<file path="src/rtl/lfsr_bank.sv">
// Bank of independent Fibonacci LFSRs, one per comparator channel, with runtime reseeding
// over a valid/ready handshake and a warm-up qualifier on the output words.
module lfsr_bank #(
    parameter int unsigned     LFSR               = 12,
    parameter int unsigned     LFSR_TO_COMPARATOR = 8,
    parameter int unsigned     CHANNELS           = 4,
    parameter logic [LFSR-1:0] TAPS               = 12'h829,
    parameter logic [LFSR-1:0] SEED_BASE          = 12'h815,
    parameter logic [LFSR-1:0] SEED_STRIDE        = 12'h2C7,
    parameter int unsigned     WARMUP             = 16
) (
    input  logic                                         i_clk,
    input  logic                                         i_rst,
    input  logic                                         i_en,
    input  logic                                         i_seed_valid,
    output logic                                         o_seed_ready,
    input  logic [((CHANNELS > 1) ? $clog2(CHANNELS) : 1)-1:0] i_seed_ch,
    input  logic [LFSR-1:0]                              i_seed_data,
    output logic [CHANNELS*LFSR_TO_COMPARATOR-1:0]       o_out,
    output logic                                         o_out_valid,
    output logic                                         o_zero_seed_err
);

    localparam int unsigned OW    = LFSR_TO_COMPARATOR;
    localparam int unsigned CNT_W = (WARMUP > 0) ? $clog2(WARMUP + 1) : 1;

    logic [LFSR-1:0]        r_state [CHANNELS];
    logic [CHANNELS*OW-1:0] r_out;
    logic [CNT_W-1:0]       r_cnt;
    logic                   r_out_valid;
    logic                   r_seed_ready;
    logic                   r_zero_seed_err;

    logic                   w_accept;
    logic                   w_load_hit;
    logic                   w_seed_zero;
    logic [LFSR-1:0]        w_seed_val;
    logic [CHANNELS-1:0]    w_load_ch;
    logic                   w_cnt_full;

    // Channel c resets to SEED_BASE ^ (c * SEED_STRIDE), never to the all-zero lock-up state.
    function automatic logic [LFSR-1:0] reset_seed(input int unsigned ch);
        logic [LFSR-1:0] acc;
        acc = '0;
        for (int unsigned i = 0; i < ch; i++) begin
            acc = acc + SEED_STRIDE;
        end
        acc = acc ^ SEED_BASE;
        if (acc == '0) begin
            acc = LFSR'(1);
        end
        return acc;
    endfunction

    function automatic logic [LFSR-1:0] lfsr_step(input logic [LFSR-1:0] s);
        return {s[LFSR-2:0], ^(s & TAPS)};
    endfunction

    assign w_accept    = i_seed_valid && r_seed_ready && !i_rst;
    assign w_load_hit  = w_accept && (32'(i_seed_ch) < CHANNELS);
    assign w_seed_zero = (i_seed_data == '0);
    assign w_seed_val  = w_seed_zero ? LFSR'(1) : i_seed_data;
    assign w_cnt_full  = (r_cnt == CNT_W'(WARMUP));

    always_comb begin
        w_load_ch = '0;
        for (int unsigned c = 0; c < CHANNELS; c++) begin
            w_load_ch[c] = w_load_hit && (32'(i_seed_ch) == c);
        end
    end

    // Output words sample the pre-edge state, so a load shows up one edge later.
    always_ff @(posedge i_clk) begin
        for (int c = 0; c < CHANNELS; c++) begin
            if (i_rst) begin
                r_state[c]       <= reset_seed(c);
                r_out[c*OW +: OW] <= '0;
            end else begin
                if (w_load_ch[c]) begin
                    r_state[c] <= w_seed_val;
                end else if (i_en) begin
                    r_state[c] <= lfsr_step(r_state[c]);
                end
                if (i_en) begin
                    r_out[c*OW +: OW] <= r_state[c][LFSR-1 -: OW];
                end
            end
        end
    end

    // A load disqualifies the whole bank; an out-of-range channel only completes the handshake.
    always_ff @(posedge i_clk) begin
        if (i_rst) begin
            r_cnt           <= '0;
            r_out_valid     <= 1'b0;
            r_seed_ready    <= 1'b0;
            r_zero_seed_err <= 1'b0;
        end else begin
            r_seed_ready <= !w_accept;
            if (w_load_hit) begin
                r_cnt       <= '0;
                r_out_valid <= 1'b0;
                if (w_seed_zero) begin
                    r_zero_seed_err <= 1'b1;
                end
            end else if (i_en) begin
                r_out_valid <= w_cnt_full;
                if (!w_cnt_full) begin
                    r_cnt <= r_cnt + CNT_W'(1);
                end
            end
        end
    end

    assign o_out           = r_out;
    assign o_out_valid     = r_out_valid;
    assign o_seed_ready    = r_seed_ready;
    assign o_zero_seed_err = r_zero_seed_err;

endmodule
</file>
<file path="config.mk">
export PLATFORM = sky130hd
export DESIGN_NAME = lfsr_bank
export DESIGN_NICKNAME = d
export VERILOG_FILES = /design/src/rtl/lfsr_bank.sv
export SDC_FILE = /design/constraint.sdc
export NUM_CORES = 1
export LEC_CHECK = 0
export BUFFER_PORTS_ARGS = -buffer_cell sky130_fd_sc_hd__clkbuf_2
export CORE_UTILIZATION = 50
export CTS_BUF_LIST = sky130_fd_sc_hd__clkbuf_2 sky130_fd_sc_hd__clkbuf_4 sky130_fd_sc_hd__clkbuf_8
export CTS_CLUSTER_DIAMETER = 120
export DETAILED_ROUTE_END_ITERATION = 10
export HOLD_SLACK_MARGIN = 0.12
export PLACE_DENSITY_LB_ADDON = 0.12
export SLEW_MARGIN = 20
export SYNTH_ARGS = -nofsm -noshare
export SYNTH_HDL_FRONTEND = slang
export SYNTH_SLANG_ARGS = --single-unit
</file>
<file path="constraint.sdc">
create_clock -name i_clk -period 2.2 [get_ports i_clk]
set_input_delay 0.44 -clock i_clk [delete_from_list [all_inputs] [get_ports i_clk]]
set_output_delay 0.44 -clock i_clk [all_outputs]
set_load 0.005 [all_outputs]
</file>
==> impl_metrics.yaml <==
run_status:
  outcome: "complete, no violations"
timing:
  fmax_mhz: 598
  period_share: 0.761
  relSlewSlack: 0.651
  fin_worst_skew_ns: 0.00930
  finalWorstPathRequiredPeriod_ns: 1.67
  finalSetupViolCount: 0
  final.setup.tns_ns: 0
  maxSlewViolCount: 0
  hold_violations: 0
  rsz0062_at_grt: "false"
  tightest_slew_ns: 0.518
  whs_ns: 0.444
global_route:
  globalRouteTotalUtil: 0.223
  top_usage_layer: "met1"
  grt_pass1_vias: 2430
  grt_pass1_wl_mm: 12.8
  grt_max_degree: 25
  overflow: 0
  grt_use_met1: 0.327
  antenna_found_initial: 0
  use_met3: 0.0439
  grtUsageMet2: 0.325
floorplan:
  io_pins: 53
  die-area_mm2: 0.00804
  rows: 31
  initial_utilization: 0.524
  die_y_um: 89.7
  core_mm2: 0.00733
  die_w_um: 89.7
critical_path:
  arrival_ns: 1.67
  critical_path.max_fanout: 12
  path_class: "flop to flop"
  required_ns: 2.19
  worst_setup_path_end_kind: "flop"
  cp-start-kind: "flop"
clock_network:
  h-tree-depth: 3
  post_cts_buffers: 0
  clkTransAtPathRegs_ns: 0.08
  worst_skew_pair.late_latency_ns: 0.36
  clock_sinks: 88
  cts_tree: "built"
  ctsResizeCount: 0
  numCtsBuffers: 9
  hold_buffers: 0
  ctsLongestPathBuffers: 2
  cts_root_buffer: "clkbuf_8"
synthesis:
  synth_seq_area_share: 0.584
  async_reset_ff_frac: 0
  synth-edff-count: 48
  synth.avg_cell_area_um2: 10.5
  synth_area_mm2: 0.00384
  syn_nets: 386
  ys_seq_elements: 88
  synth.distinct_cells: 34
  synthFlopType: "edfxtp_1"
  synthCells: 366
  yosysWarnings: 0
flow_run:
  drv_cap: 0
drt:
  via_count: 2774
  drtIter0Drc: 220
  dr.pass1.iters: 4
  drt_wl_total_mm: 8.16
  wire_per_inst_um: 15.4
  drtAntennaViolNets: 0
  vias_per_cell: 5.22
  drc: 0
layout:
  finalNonFillerCells: 531
  drive_gt1_frac: 0.243
  nFillCells: 639
  regArea_mm2: 0.00224
  nNetsFinal: 447
  antenna_cells: 0
  area_growth_syn_to_layout_pct: 16.5
  fin_area_mm2: 0.00448
  multi_input_area_mm2: 0.00146
pwr:
  netSwitchingFraction: 0.230
  power_frac_comb: 0.100
  switching_power_w: 0.000811
  power_w: 0.00352
  power.internal_w: 0.00271
  clockPowerShare: 0.357
  ir_worst_vdd_mv: 0.354
  pwr-share-seq: 0.543
  p_per_area_mw_per_mm2: 787
  leakagePower_nw: 1.91
placed_design:
  io_buffer_count: 52
  dp.cells: 515
  finalWeightedCongestion: 0.793
  place_area_mm2: 0.00425
  place_hpwl_mm: 5.64
min_path:
  min_path_type: "primary input to flop"
-- cell type report --
cell class                 count  area share
inverter                       7     0.00587
timing repair buffer          71      0.0900
clock inverter                 3      0.0148
tap                           99      0.0277
clock buffer                  13      0.0358
multi-input combinational    250       0.325
sequential                    88       0.501
-- registers in the layout, indices dropped and copies added (netlist names) --
| register | count |
|---|---|
| o_out_valid | 1 |
| o_out | 32 |
| r_state | 48 |
| o_zero_seed_err | 1 |
| o_seed_ready | 1 |
| r_cnt | 5 |
-- final timing paths --
path / startpoint / to / slack [ns] / depth (start not counted)
setup / recovery: o_seed_ready / r_state[2][1] / 0.53 / 3
hold / removal: i_seed_data[0] / o_zero_seed_err / 0.44 / 4
setup reg to reg: o_seed_ready / r_state[2][1] / 0.53 / 3
hold reg to reg: o_zero_seed_err / o_zero_seed_err / 0.49 / 2
-- Yosys cell counts (2+ instances only) --
| library cell | count | area, µm² |
|---|---|---|
| edfxtp_1 | 48 | 1440 |
| nand3_1 | 18 | 90.1 |
| nor3_1 | 17 | 85.1 |
| nor2_2 | 5 | 31.3 |
| nor4_1 | 2 | 12.5 |
| inv_1 | 6 | 22.5 |
| nand4_1 | 2 | 12.5 |
| ha_1 | 2 | 25.0 |
| nand2b_1 | 4 | 25.0 |
| o21ai_1 | 2 | 10.0 |
| xnor2_1 | 9 | 78.8 |
| o21ai_2 | 5 | 43.8 |
| mux2i_1 | 33 | 330 |
| nor4_4 | 2 | 42.5 |
| a21oi_1 | 13 | 65.1 |
| dfxtp_1 | 40 | 801 |
| xor2_1 | 6 | 52.6 |
| buf_1 | 2 | 7.51 |
| nor2_1 | 60 | 225 |
| nand3_2 | 3 | 30.0 |
| o21ai_0 | 9 | 45.0 |
| nand2_1 | 51 | 191 |
| buf_2 | 13 | 65.1 |
| clkbuf_1 | 2 | 7.51 |
| buf_6 | 3 | 33.8 |
-- placed cells by master (no fill, tap or decap), types with 10 or more instances in the layout --
cell	netlist	routed
nor2_1	60	60
clkbuf_2	0	52
nand2_1	51	51
edfxtp_1	48	48
dfxtp_1	40	40
mux2i_1	33	33
buf_4	1	19
nand3_1	18	18
nor3_1	17	17
a21oi_1	13	13
clkbuf_8	0	10
-- per-stage QoR --
| step | worst slack (ns) | util |
|---|---|---|
| after floorplan | 0.365 | - |
| after global placement | 0.263 | 0.580 |
| after detailed placement | 0.243 | 0.580 |
| after CTS | 0.507 | 0.611 |
| after global routing | 0.448 | 0.611 |
| final | 0.527 | 0.611 |
-- power groups by stage --
stage	clock network (W)	registers, W	logic (W)
6_report	0.00126	0.00191	0.000353
5_1_grt	0.00134	0.00193	0.000395
4_1_cts	0.00129	0.00191	0.000356
3_5_place_dp	0	0.00195	0.000354
3_3_place_gp	0	0.00195	0.000350
2_1_floorplan	0	0.00194	0.000220
-- logic make-up (layout without fill, tap and decap cells) --
kind of cell    after synthesis  in the layout  synth area share
fa+ha+maj                     2              2           0.00651
buf+inv                      28             94            0.0384
flops                        88             88             0.584
xor+xnor                     15             15            0.0342
compound gates               31             31            0.0472
mux                          33             33            0.0860
simple gates                169            169             0.204
-- worst max-delay path: stages (launching register included) --
cell and delay (ns):
dfxtp_1 0.39, nand2_1 0.09, or4_4 0.42, nand2_1 0.41
-- metal layers --
layer  up-vias  part of all wire  wire, µm
li1       1382                 -         -
met1      1304              0.49      3980
met2        78              0.44      3570
met3        10             0.056       459
met4         0             0.017       137
met5         -                 0         0
(Power assumes the default switching activity.)
